### src/rtl/mips_pkg.sv
// Shared definitions for the MIPS front-end blocks.
//   WORD_W        datapath / address width
//   INST_BYTES    bytes per instruction word (PC stride)
//   RESET_PC_DEF  default first fetch address
//   NOP           all-zero instruction word, also used as the FIFO reset value
package mips_pkg;

    localparam int WORD_W     = 32;
    localparam int INST_BYTES = 4;

    localparam logic [WORD_W-1:0] RESET_PC_DEF = 32'h0000_0000;
    localparam logic [WORD_W-1:0] NOP          = 32'h0000_0000;

    typedef enum logic {
        ST_BOOT = 1'b0,
        ST_RUN  = 1'b1
    } fetch_state_e;

    // Instruction addresses are always word aligned; the low two bits are dropped.
    function automatic logic [WORD_W-1:0] align_word(input logic [WORD_W-1:0] addr);
        return {addr[WORD_W-1:2], 2'b00};
    endfunction

endpackage

### src/rtl/inst_fetch_queue_if.sv
// Bus bundle between the fetch queue, instruction memory and decode.
//   imem_req_valid/addr/ready   fetch request handshake (fetch -> memory)
//   imem_resp_valid/data        in-order instruction responses (memory -> fetch)
//   out_valid/inst/pcplus4      head instruction presented to decode
//   out_ready                   decode consumes the head (IF/ID write enable)
// master: the fetch queue side; slave: memory + decode side.
interface inst_fetch_queue_if;
    import mips_pkg::*;

    logic              imem_req_valid;
    logic [WORD_W-1:0] imem_req_addr;
    logic              imem_req_ready;
    logic              imem_resp_valid;
    logic [WORD_W-1:0] imem_resp_data;
    logic              out_valid;
    logic [WORD_W-1:0] out_inst;
    logic [WORD_W-1:0] out_pcplus4;
    logic              out_ready;

    modport master (
        output imem_req_valid, imem_req_addr,
        input  imem_req_ready,
        input  imem_resp_valid, imem_resp_data,
        output out_valid, out_inst, out_pcplus4,
        input  out_ready
    );

    modport slave (
        input  imem_req_valid, imem_req_addr,
        output imem_req_ready,
        output imem_resp_valid, imem_resp_data,
        input  out_valid, out_inst, out_pcplus4,
        output out_ready
    );

endinterface

### src/rtl/inst_fetch_queue_sync_fifo.sv
// Synchronous FIFO with flush, no bypass: a push is visible at the head
// one cycle later at the earliest.
//   clk, rst        clock, asynchronous active-high reset
//   push, push_data write an entry
//   pop             drop the head entry
//   flush           empty the FIFO; wins over push and pop
//   count           number of valid entries
//   head            entry at the head (meaningful while count != 0)
// DEPTH must be a power of two (pointers wrap naturally) and at least 2.
module sync_fifo #(
    parameter int               WIDTH     = 32,
    parameter int               DEPTH     = 4,
    parameter logic [WIDTH-1:0] RESET_VAL = '0
) (
    input  logic                       clk,
    input  logic                       rst,
    input  logic                       push,
    input  logic [WIDTH-1:0]           push_data,
    input  logic                       pop,
    input  logic                       flush,
    output logic [$clog2(DEPTH+1)-1:0] count,
    output logic [WIDTH-1:0]           head
);

    localparam int AW = $clog2(DEPTH);
    localparam int CW = $clog2(DEPTH+1);

    logic [WIDTH-1:0] mem_q [DEPTH];
    logic [AW-1:0]    wr_ptr_q, wr_ptr_d;
    logic [AW-1:0]    rd_ptr_q, rd_ptr_d;
    logic [CW-1:0]    count_q, count_d;

    always_comb begin
        wr_ptr_d = wr_ptr_q;
        rd_ptr_d = rd_ptr_q;
        count_d  = count_q;
        if (flush) begin
            wr_ptr_d = '0;
            rd_ptr_d = '0;
            count_d  = '0;
        end else begin
            if (push) wr_ptr_d = wr_ptr_q + AW'(1);
            if (pop)  rd_ptr_d = rd_ptr_q + AW'(1);
            case ({push, pop})
                2'b10:   count_d = count_q + CW'(1);
                2'b01:   count_d = count_q - CW'(1);
                default: count_d = count_q;
            endcase
        end
    end

    always_ff @(posedge clk or posedge rst) begin
        if (rst) begin
            for (int i = 0; i < DEPTH; i++) mem_q[i] <= RESET_VAL;
            wr_ptr_q <= '0;
            rd_ptr_q <= '0;
            count_q  <= '0;
        end else begin
            if (push && !flush) mem_q[wr_ptr_q] <= push_data;
            wr_ptr_q <= wr_ptr_d;
            rd_ptr_q <= rd_ptr_d;
            count_q  <= count_d;
        end
    end

    assign count = count_q;
    assign head  = mem_q[rd_ptr_q];

    a_no_overflow: assert property (@(posedge clk) disable iff (rst)
        (push && !pop && !flush) |-> (count_q != CW'(DEPTH)));

    a_no_underflow: assert property (@(posedge clk) disable iff (rst)
        (pop && !flush) |-> (count_q != '0));

endmodule

### src/rtl/inst_fetch_queue.sv
// Instruction-fetch front end feeding the IF/ID register.
// Owns the fetch PC, issues word requests to instruction memory, buffers the
// returned words and presents them with PC+4 to decode. A redirect from ID
// flushes the buffer and marks in-flight requests to be dropped on return.
//   clk, reset       clock, asynchronous active-high reset
//   redirect_valid   taken branch/jump from ID
//   redirect_pc      redirect target (low two bits ignored)
//   bus              memory request/response and decode handshake (master side)
//
// state   | meaning
// --------+----------------------------------------------------------
// ST_BOOT | single idle cycle after reset release, no requests
// ST_RUN  | normal fetching
module inst_fetch_queue
    import mips_pkg::*;
#(
    parameter int                DEPTH           = 4,
    parameter int                MAX_OUTSTANDING = 2,
    parameter logic [WORD_W-1:0] RESET_PC        = RESET_PC_DEF
) (
    input  logic               clk,
    input  logic               reset,
    input  logic               redirect_valid,
    input  logic [WORD_W-1:0]  redirect_pc,
    inst_fetch_queue_if.master bus
);

    localparam int CW = $clog2(DEPTH+1);
    localparam int OW = $clog2(MAX_OUTSTANDING+1);

    fetch_state_e      state_q, state_d;
    logic [WORD_W-1:0] fetch_pc_q, fetch_pc_d;
    logic [WORD_W-1:0] head_pc_q, head_pc_d;
    logic [OW-1:0]     outst_q, outst_d;
    logic [OW-1:0]     drop_q, drop_d;

    logic [CW-1:0]     fifo_count;
    logic [WORD_W-1:0] fifo_head;
    logic [WORD_W-1:0] redirect_tgt;
    logic              credit_ok;
    logic              req_valid;
    logic              req_fire;
    logic              resp;
    logic              push;
    logic              pop;

    assign redirect_tgt = align_word(redirect_pc);

    // Buffered plus in-flight words may never exceed the FIFO size, so every
    // accepted request is guaranteed a slot when its response returns.
    assign credit_ok = (32'(fifo_count) + 32'(outst_q)) < 32'(DEPTH);
    assign req_valid = (state_q == ST_RUN) && !redirect_valid && credit_ok
                       && (32'(outst_q) < 32'(MAX_OUTSTANDING));
    assign req_fire  = req_valid && bus.imem_req_ready;
    assign resp      = bus.imem_resp_valid;

    // Responses to requests issued before a redirect are discarded while
    // drop_q is non-zero; in-order return keeps them ahead of new ones.
    assign push = resp && (drop_q == '0) && !redirect_valid;
    assign pop  = (fifo_count != '0) && bus.out_ready && !redirect_valid;

    sync_fifo #(
        .WIDTH    (WORD_W),
        .DEPTH    (DEPTH),
        .RESET_VAL(NOP)
    ) u_fifo (
        .clk      (clk),
        .rst      (reset),
        .push     (push),
        .push_data(bus.imem_resp_data),
        .pop      (pop),
        .flush    (redirect_valid),
        .count    (fifo_count),
        .head     (fifo_head)
    );

    always_comb begin
        state_d = state_q;
        case (state_q)
            ST_BOOT: state_d = ST_RUN;
            ST_RUN:  state_d = ST_RUN;
        endcase
    end

    always_comb begin
        fetch_pc_d = fetch_pc_q;
        head_pc_d  = head_pc_q;
        outst_d    = outst_q + OW'(req_fire) - OW'(resp);
        drop_d     = drop_q;
        if (redirect_valid) begin
            // No request can fire in a redirect cycle, so outst_d is just
            // the old count less this cycle's response: all of it is stale.
            fetch_pc_d = redirect_tgt;
            head_pc_d  = redirect_tgt;
            drop_d     = outst_q - OW'(resp);
        end else begin
            if (pop)      head_pc_d  = head_pc_q + 32'(INST_BYTES);
            if (req_fire) fetch_pc_d = fetch_pc_q + 32'(INST_BYTES);
            if (resp && (drop_q != '0)) drop_d = drop_q - OW'(1);
        end
    end

    always_ff @(posedge clk or posedge reset) begin
        if (reset) begin
            state_q    <= ST_BOOT;
            fetch_pc_q <= RESET_PC;
            head_pc_q  <= RESET_PC;
            outst_q    <= '0;
            drop_q     <= '0;
        end else begin
            state_q    <= state_d;
            fetch_pc_q <= fetch_pc_d;
            head_pc_q  <= head_pc_d;
            outst_q    <= outst_d;
            drop_q     <= drop_d;
        end
    end

    assign bus.imem_req_valid = req_valid;
    assign bus.imem_req_addr  = fetch_pc_q;
    assign bus.out_valid      = (fifo_count != '0);
    assign bus.out_inst       = fifo_head;
    assign bus.out_pcplus4    = head_pc_q + 32'(INST_BYTES);

    a_resp_protocol: assert property (@(posedge clk) disable iff (reset)
        bus.imem_resp_valid |-> (outst_q != '0));

    a_outst_bound: assert property (@(posedge clk) disable iff (reset)
        32'(outst_q) <= 32'(MAX_OUTSTANDING));

endmodule

### src/flat_wrapper.sv
// flat-port wrapper written by rule: the top's interface ports become plain ports
module inst_fetch_queue_flat import mips_pkg::*;
#(
    parameter int                DEPTH           = 4,
    parameter int                MAX_OUTSTANDING = 2,
    parameter logic [WORD_W-1:0] RESET_PC        = RESET_PC_DEF
)
  (clk, reset, redirect_valid, redirect_pc, bus_imem_req_valid, bus_imem_req_addr, bus_imem_req_ready, bus_imem_resp_valid, bus_imem_resp_data, bus_out_valid, bus_out_inst, bus_out_pcplus4, bus_out_ready);
  inst_fetch_queue_if bus_i ();
  input  logic clk;
  input  logic reset;
  input  logic redirect_valid;
  input  logic [WORD_W-1:0] redirect_pc;
  output wire logic [$bits(bus_i.imem_req_valid)-1:0] bus_imem_req_valid;
  output wire logic [$bits(bus_i.imem_req_addr)-1:0] bus_imem_req_addr;
  input wire logic [$bits(bus_i.imem_req_ready)-1:0] bus_imem_req_ready;
  input wire logic [$bits(bus_i.imem_resp_valid)-1:0] bus_imem_resp_valid;
  input wire logic [$bits(bus_i.imem_resp_data)-1:0] bus_imem_resp_data;
  output wire logic [$bits(bus_i.out_valid)-1:0] bus_out_valid;
  output wire logic [$bits(bus_i.out_inst)-1:0] bus_out_inst;
  output wire logic [$bits(bus_i.out_pcplus4)-1:0] bus_out_pcplus4;
  input wire logic [$bits(bus_i.out_ready)-1:0] bus_out_ready;
  assign bus_imem_req_valid = bus_i.imem_req_valid;
  assign bus_imem_req_addr = bus_i.imem_req_addr;
  assign bus_i.imem_req_ready = bus_imem_req_ready;
  assign bus_i.imem_resp_valid = bus_imem_resp_valid;
  assign bus_i.imem_resp_data = bus_imem_resp_data;
  assign bus_out_valid = bus_i.out_valid;
  assign bus_out_inst = bus_i.out_inst;
  assign bus_out_pcplus4 = bus_i.out_pcplus4;
  assign bus_i.out_ready = bus_out_ready;
  inst_fetch_queue #(.DEPTH(DEPTH), .MAX_OUTSTANDING(MAX_OUTSTANDING), .RESET_PC(RESET_PC)) u_core (.clk(clk), .reset(reset), .redirect_valid(redirect_valid), .redirect_pc(redirect_pc), .bus(bus_i));
endmodule
### config.mk
export PLATFORM = sky130hd
export DESIGN_NAME = inst_fetch_queue_flat
export DESIGN_NICKNAME = d
export VERILOG_FILES = /design/src/rtl/mips_pkg.sv /design/src/rtl/inst_fetch_queue_if.sv /design/src/rtl/inst_fetch_queue_sync_fifo.sv /design/src/rtl/inst_fetch_queue.sv /design/src/flat_wrapper.sv
export SDC_FILE = /design/constraint.sdc
export NUM_CORES = 1
export LEC_CHECK = 0
export ABC_CLOCK_PERIOD_IN_PS = 7400
export CAP_MARGIN = 20
export CORE_AREA = 2 2 218 113
export DETAILED_ROUTE_END_ITERATION = 16
export DIE_AREA = 0 0 220 115
export PLACE_DENSITY_LB_ADDON = 0.3
export SETUP_SLACK_MARGIN = 0.2
export SYNTH_ARGS = -nofsm -noshare
export SYNTH_HDL_FRONTEND = slang
export SYNTH_SLANG_ARGS = --single-unit
### constraint.sdc
create_clock -name clk -period 7.4 [get_ports clk]
set_clock_uncertainty 0.2 [all_clocks]
set_input_delay 1.48 -clock clk [delete_from_list [all_inputs] [get_ports clk]]
set_output_delay 1.48 -clock clk [all_outputs]
set_load 0.01 [all_outputs]
==> results of run 1 <==
critical path: stages:
cell	delay, ps
buf_2	90
buf_4	290
nor4_2	390
and3_1	210
clkdlybuf4s50_1	530
final cells by class:
cell class,instances,share of cell area
well taps,315,0.0314
inverters,15,0.00508
clock inverters,12,0.0113
multi-input cells,582,0.384
flip-flops and latches,200,0.399
clock buffers,20,0.0348
repair buffers,172,0.135
path summary, 6_finish.rpt:
path | startpoint | end | slack (ps) | cells after the start
min in group asynchronous | reset | u_core.u_fifo.mem_q[110] | 1340 | 2
min reg2reg | u_core.u_fifo.mem_q[69] | u_core.u_fifo.mem_q[69] | 300 | 1
max reg2reg | u_core.u_fifo.count[1] | u_core.bus.imem_req_addr[13] | 4270 | 8
min | u_core.u_fifo.mem_q[69] | u_core.u_fifo.mem_q[69] | 300 | 1
max | redirect_valid | bus_imem_req_valid | 2720 | 5
max in group asynchronous | reset | u_core.bus.imem_req_addr[9] | 4430 | 3
cells in the final DEF, fill, tap and decap left out, types with 10 or more instances in the layout:
cell / n
mux2_2: 132
xnor2_1: 40
xor2_1: 28
nor4_1: 11
o21ai_0: 32
inv_1: 14
ha_1: 10
nand3_1: 42
nor3_1: 21
mux4_2: 32
dfrtp_1: 198
nand4_1: 17
nand2_1: 73
nor2_1: 40
o211ai_1: 14
and2_1: 11
buf_4: 11
clkbuf_16: 17
clkdlybuf4s50_1: 160
flip-flops by register name, summed over array words and instances (netlist names):
name,cells
u_core.u_fifo.mem_q,128
u_core.bus.imem_req_addr,30
u_core.head_pc_q,30
u_core.u_fifo.count,3
u_core.drop_q,2
u_core.outst_q,2
u_core.u_fifo.rd_ptr_q,2
u_core.u_fifo.wr_ptr_q,2
u_core.state_q,1
cells by family after synthesis:
group	share of synthesized area
flip-flops	0.493
AO/OA/AOI/OAI	0.0508
multiplexers	0.221
buffers and inverters	0.0329
other	0.000740
XOR/XNOR	0.0587
adder cells (fa/ha/maj)	0.0143
AND/OR/NAND/NOR	0.128
metal layers:
layer | share of wire | routed length, um
met5 | 0 | 0
met4 | 0.013 | 352
met3 | 0.070 | 1870
met2 | 0.41 | 10900
met1 | 0.51 | 13600
power breakdown:
part           internal [mW]  switching [mW]  leakage, nW
clock                  0.504           0.437        0.275
combinational          0.775           0.517         2.51
sequential              1.35           0.233         2.57
total                   2.63            1.19         5.36
==> results.md, run 1 <==
- Initial Util: 0.433
- GRT Total Usage: 0.225
- Number of enable flip-flop cells after synthesis: 0
- Final WS setup: 2720 ps
- Met1 global-route usage: 0.349
- First-pass DRT Iterations: 5
- Critical path endpoint category: output port
- Status: finished clean
- Reg area: 5010 um^2
- Routed WL per cell: 20.3 um
- Syn_area_per_cell: 12.0 um^2
- Top FF cell, synth: dfrtp_1
- Post-synthesis cell type count: 52
- Die ar.: 25,300 um^2
- Antenna violations before repair: 0
- Number of global-route vias before repair: 7,220
- Synth Register Bits: 200
- DRC: 0
- DIE WIDTH: 220 um
- Total wire length: 26,800 um
- CP max FO: 65
- Startpoint Class: input port
- Iter 0 DRT Violations: 526
- Post-CTS Resized: 0
- Total grt overflow: 0
- RSZ-0062 raised after global routing: false
- Total Power: 3.81 mW
- Yosys warnings: 0
- Maximum root-to-sink buffer count: 2
- Fin Setup TNS: 0 ps
- Final setup fails: 0
- P&R area growth vs syn: 23.7%
- NumNets Final: 1,069
- Largest net degree at the start of global routing: 93
- Crit path DAT: 3000 ps
- Placer Congestion: 0.875
- Share of the yosys chip area belonging to registers: 0.493
- Asr flop ratio synth: 1.00
- Critical Path RT: 5720 ps
- Fmax: 0.214 GHz
- Antenna-violating nets left: 0
- Vias per cell: 5.48
- Worst Hold Class: register to register
- Most frequent cell after synthesis: dfrtp_1
- H-tree level count: 4
- Root buf cell: clkbuf_16
- Share of post-route cells with drive strength above 1: 0.221
- Worst slew pin tran: 933 ps
- Peak VDD IR: 176 uV
- Die height: 115 um
- Pre-CTS setup slack: 2690 ps
- I/O Pins: 168
- Ant diodes: 0
- Power per Cell Area: 304 nW/um^2
- Global-route wire length before repair: 42,500 um
- Area of the multi-input gates: 4830 um^2
- GR met3 Demand/Resource: 0.0646
- Synth top area share: 0.493
- Hold WS: 303 ps
- Final Hold Viols: 0
- Worst-Skew Late Latency: 440 ps
- Hpwl dp: 18,800 um
- Grt peak-use layer: met1
- Max-slew violations: 0
- Total CTS buffers: 17
- Area of the core: 23,400 um^2
- Final Core Density: 0.536
- Period utilisation layout: 0.632
- Leading post-synthesis cells by cell area: dfrtp_1, mux2_2, mux4_2, xnor2_1, nand2_1
- FP Rows: 40
- Post-CTS Hold Buffers: 0
- Post-Place Cell Area: 12,000 um^2
- TritonCTS clock tree: built
- Tmin final: 4680 ps
- Final instance area: 12,600 um^2
- Relative slew slack: 0.378
- Finished Layout Cells: 1,316
- Fill count: 2,035
- Placed cells: 1,284
- CTS Sinks: 200
- Synth Instances: 847
- Routed vias: 7,217
- PortBufs: 161
- Mapped Area: 10,200 um^2
- Met2 Track Usage GR: 0.302
- Clock-pin transition on the worst setup and hold timing paths: 70 ps
- Max-cap violations: 0
- Top cells by count, synth: dfrtp_1, mux2_2, nand2_1
- Critical path class: input port to output port
- Post-CTS setup buffer count: 0
- P_leak: 5.36 nW
- Largest area contributor in the netlist: dfrtp_1
(Power assumes the default switching activity.)
==> inputs of run 2 (changes only) <==
- ABC_CLOCK_PERIOD_IN_PS: 7400 -> 4350
- clock period: 7.4 -> 4.35 ns (I/O delays scaled with it)
==> run 2 against run 1 <==
Design area is 0.96% higher. First-iteration DRC count is 38% higher. Die area stayed put. Wire length is 0.68% higher. Largest cell class unchanged.
==> results.md, run 2 (same netlist as run 1, synthesis figures left out) <==
- Root buf cell: clkbuf_16
- FP Rows: 40
- DIE WIDTH: 220 um
- Placed cells: 1,290
- Fin Setup TNS: 0 ps
- Number of global-route vias before repair: 7,162
- Final setup fails: 0
- Vias per cell: 5.53
- Hpwl dp: 19,200 um
- Startpoint Class: register
- Hold Crit Start: u_core.u_fifo.mem_q[111]
- Pre-CTS setup slack: 891 ps
- Die height: 115 um
- Finished Layout Cells: 1,321
- Worst slew pin tran: 898 ps
- Post-CTS setup buffer count: 0
- Routed WL per cell: 20.4 um
- P_leak: 5.41 nW
- Total wire length: 26,900 um
- I/O Pins: 168
- Antenna violations before repair: 0
- Grt peak-use layer: met1
- Clock-pin transition on the worst setup and hold timing paths: 80 ps
- Most frequent cells in the layout: dfrtp_1, clkdlybuf4s50_1, mux2_2, nand2_1, nand3_1
- Placer Congestion: 0.872
- Peak VDD IR: 293 uV
- TritonCTS clock tree: built
- CP max FO: 10
- Max-cap violations: 0
- Die ar.: 25,300 um^2
- Commonest non-fill, non-tap cell in the layout: dfrtp_1
- GRT Total Usage: 0.225
- Initial Util: 0.433
- Reg2Reg Setup Slack: 1470 ps
- Share of post-route cells with drive strength above 1: 0.228
- Crit path DAT: 2900 ps
- Ant diodes: 0
- Max-slew violations: 0
- Critical path's largest stage delay: 560 ps
- Post-CTS Hold Buffers: 0
- Maximum root-to-sink buffer count: 2
- Total CTS buffers: 17
- Largest net degree at the start of global routing: 77
- Antenna-violating nets left: 0
- First-pass DRT Iterations: 6
- Critical Path RT: 3280 ps
- Power per Cell Area: 520 nW/um^2
- NumNets Final: 1,075
- Critical path endpoint category: output port
- Final Hold Viols: 0
- Cell Chain, Critical Path: ha_1 > and4_1 > buf_4 > nand4_4 > nor2_1 > nand2_1 > xnor2_1 > clkdlybuf4s50_1
- Hold path cells: 1
- Final WS setup: 381 ps
- Tmin final: 3970 ps
- Routed vias: 7,303
- Met2 Track Usage GR: 0.301
- Largest Register: u_core.u_fifo.mem_q
- Post-CTS Resized: 0
- Fmax: 0.252 GHz
- Crit-path leading delay family: simple AND/OR/NAND/NOR gates
- Total Power: 6.59 mW
- Global-route wire length before repair: 42,500 um
- Area of the core: 23,400 um^2
- RSZ-0062 raised after global routing: false
- Worst R2R Path Depth: 7
- DRC: 0
- RR Endpoint: u_core.bus.imem_req_addr[28]
- Critical path class: register to output port
- Total grt overflow: 0
- Iter 0 DRT Violations: 725
- Status: finished clean
- Worst Hold Class: register to register
- GR met3 Demand/Resource: 0.0516
- P&R area growth vs syn: 24.9%
- Max reg flops: 128
- Worst Path Buf+Inv: 2
- Period utilisation layout: 0.912
- Worst-Skew Late Latency: 440 ps
- Slowest CP cell: clkdlybuf4s50_1
- Relative slew slack: 0.399
- RR Startpoint: u_core.u_fifo.count[1]
- Final instance area: 12,700 um^2
- Post-Place Cell Area: 12,100 um^2
- CTS Sinks: 200
- PortBufs: 161
- Hold Path End: u_core.u_fifo.mem_q[111]
- Met1 global-route usage: 0.359
- H-tree level count: 4
## run 2: cell types whose count changed in the layout (fill, tap and decap cells not counted), sizes merged
cell / delta
clkinvlp: +2
inv: -1
bufinv: +1
buf: +6
clkinv: -1
clkbuf: -2
## run 2: final cells by class
type | count | area [um^2]
fillers | 2031 | 10700
multi-input cells | 582 | 4830
clock inverters | 13 | 168
well taps | 315 | 394
clock buffers | 18 | 439
flip-flops and latches | 200 | 5010
inverters | 15 | 60.1
repair buffers | 178 | 1780
## run 2: worst max path at each step
stage	startpoint	to	slack, ps	cells past startpoint
2_1_floorplan	reset	u_core.bus.imem_req_addr[10]	690	1
3_3_place_gp	u_core.head_pc_q[2]	bus_out_pcplus4[26]	940	8
3_5_place_dp	u_core.head_pc_q[2]	bus_out_pcplus4[26]	890	8
4_1_cts	u_core.head_pc_q[2]	bus_out_pcplus4[26]	400	8
5_1_grt	u_core.head_pc_q[2]	bus_out_pcplus4[26]	210	8
6_report	u_core.head_pc_q[2]	bus_out_pcplus4[26]	380	8
## run 2: power breakdown
| group | leakage (nW) | switching [mW] | total [mW] | internal (mW) |
|---|---|---|---|---|
| clock | 0.287 | 0.742 | 1.67 | 0.925 |
| sequential | 2.57 | 0.379 | 2.67 | 2.29 |
| combinational | 2.56 | 0.918 | 2.25 | 1.33 |
| total | 5.41 | 2.04 | 6.59 | 4.55 |
## run 2: stage by stage
stage / util / hold WS (ps)
after global routing: 0.541 / 315
after CTS: 0.541 / 305
after detailed placement: 0.515 / 288
final: 0.541 / 304
after floorplan: - / 274
after global placement: 0.515 / 282
## run 2: routing by layer
layer	routed length (um)	vias up
li1	-	3358
met1	13700	3713
met2	11200	209
met3	1740	23
met4	306	0
met5	0	-
==> inputs of run 3 (changes only) <==
- CELL_PAD_IN_SITES_DETAIL_PLACEMENT: not set -> 1
- CELL_PAD_IN_SITES_GLOBAL_PLACEMENT: not set -> 1
- CORE_AREA: 2 2 218 113 -> 2 2 157 159
- DIE_AREA: 0 0 220 115 -> 0 0 159 161
==> run 3 against run 2 <==
Non-clock buffer count is 4 higher. Utilization is 0.86 points lower. Hold slack hardly changed. Die area is 1.2% higher. Clock power is 5% higher. Sequential power hardly changed. Global-route usage is 0.34 points lower. Final cell count is 1.1% higher. Via count is 0.71% lower. Fmax is 1.7% higher. Critical path depth is 3 lower. Setup slack better by 65 ps. Critical endpoint is now bus_out_pcplus4[31]. Largest cell class unchanged. Highest routed layer unchanged.
==> results.md, run 3 (same netlist as run 1, synthesis figures left out) <==
- Status: finished clean
- Max reg flops: 128
- Critical path class: register to output port
- Fin Setup TNS: 0 ps
- Post-CTS setup buffer count: 0
- GRT Total Usage: 0.221
- Placer Congestion: 0.793
- Vias per cell: 5.43
- Maximum root-to-sink buffer count: 2
- Most frequent cells in the layout: dfrtp_1, clkdlybuf4s50_1, mux2_2, nand2_1, nand3_1
- I/O Pins: 168
- Commonest non-fill, non-tap cell in the layout: dfrtp_1
- Final Core Density: 0.533
- Clock-pin transition on the worst setup and hold timing paths: 80 ps
- Root buf cell: clkbuf_16
- H-tree level count: 4
- TritonCTS clock tree: built
- Iter 0 DRT Violations: 293
- Critical path's largest stage delay: 580 ps
- Worst-Skew Late Latency: 440 ps
- Power per Cell Area: 522 nW/um^2
- NumNets Final: 1,079
- Total wire length: 27,100 um
- Period utilisation layout: 0.897
- FP Rows: 57
- Crit-path leading delay family: simple AND/OR/NAND/NOR gates
- Final Hold Viols: 0
- Critical path endpoint category: output port
- Peak VDD IR: 231 uV
- Die ar.: 25,600 um^2
- Total CTS buffers: 17
- Fmax: 0.256 GHz
- Max-cap violations: 0
- CP max FO: 12
- Global-route wire length before repair: 44,500 um
- Routed WL per cell: 20.3 um
- RSZ-0062 raised after global routing: false
- Largest Register: u_core.u_fifo.mem_q
- CTS Sinks: 200
- Initial Util: 0.424
- Share of post-route cells with drive strength above 1: 0.232
- DRC: 0
- Relative slew slack: 0.416
- Startpoint Class: register
- Die height: 161 um
- Tmin final: 3900 ps
- Post-CTS Hold Buffers: 0
- Antenna violations before repair: 0
- DIE WIDTH: 159 um
- Final setup fails: 0
- Worst Hold Class: register to register
- Ant diodes: 0
- Critical Path RT: 3280 ps
- Worst slew pin tran: 875 ps
- Routed vias: 7,251
- Post-CTS Resized: 0
- P_leak: 5.47 nW
- Slowest CP cell: clkdlybuf4s50_1
- P&R area growth vs syn: 25.7%
- Hpwl dp: 19,000 um
- Max-slew violations: 0
- PortBufs: 161
- Number of global-route vias before repair: 7,902
- Hold WS: 304 ps
- Fill count: 2,522
- Antenna-violating nets left: 0
- Crit path DAT: 2830 ps
- First-pass DRT Iterations: 4
- Total grt overflow: 0
- Cell Chain, Critical Path: and4_1 > nand3_1 > nor3_1 > xor2_1 > clkdlybuf4s50_1
- Worst Path Buf+Inv: 1
- Area of the core: 24,000 um^2
- Largest net degree at the start of global routing: 77
-- run 3: area by class of cell --
cell class	count	area [um^2]	share of cell area
Sequential cell	200	5010	0.392
Multi-Input combinational cell	582	4830	0.378
Timing Repair Buffer	182	1810	0.142
Clock buffer	17	425	0.0333
Tap cell	324	405	0.0318
Clock inverter	15	223	0.0174
Inverter	15	60.1	0.00470
-- run 3: report_power, final --
part / internal [mW] / switching, mW
Clock: 0.945 / 0.804
Sequential: 2.29 / 0.360
Combinational: 1.34 / 0.921
-- run 3: metrics by stage --
stage,worst slack (ps),instances,area [um^2],power (mW)
floorplan,692,850,10200,3.89
global placement,863,1302,12100,4.86
detailed placement,742,1302,12100,4.96
CTS,246,1334,12800,6.74
global route,229,1335,12800,7.03
finish,446,1335,12800,6.66
-- run 3: final timing paths --
kind | from | end | slack [ps] | cells past startpoint
min | u_core.u_fifo.mem_q[70] | u_core.u_fifo.mem_q[70] | 300 | 1
max | u_core.head_pc_q[16] | bus_out_pcplus4[31] | 450 | 5
max in group asynchronous | reset | u_core.u_fifo.rd_ptr_q[1] | 2300 | 3
min reg2reg | u_core.u_fifo.mem_q[70] | u_core.u_fifo.mem_q[70] | 300 | 1
min in group asynchronous | reset | u_core.u_fifo.mem_q[25] | 740 | 2
max reg2reg | u_core.u_fifo.count[1] | u_core.bus.imem_req_addr[30] | 1740 | 8
-- run 3: metal layers --
layer | wire length [um] | vias to the layer above | global-route usage
met5 | 0 | - | 0
met4 | 365 | 0 | 0.0488
met3 | 893 | 26 | 0.0365
met2 | 13700 | 132 | 0.380
met1 | 12200 | 3738 | 0.297
li1 | - | 3355 | -
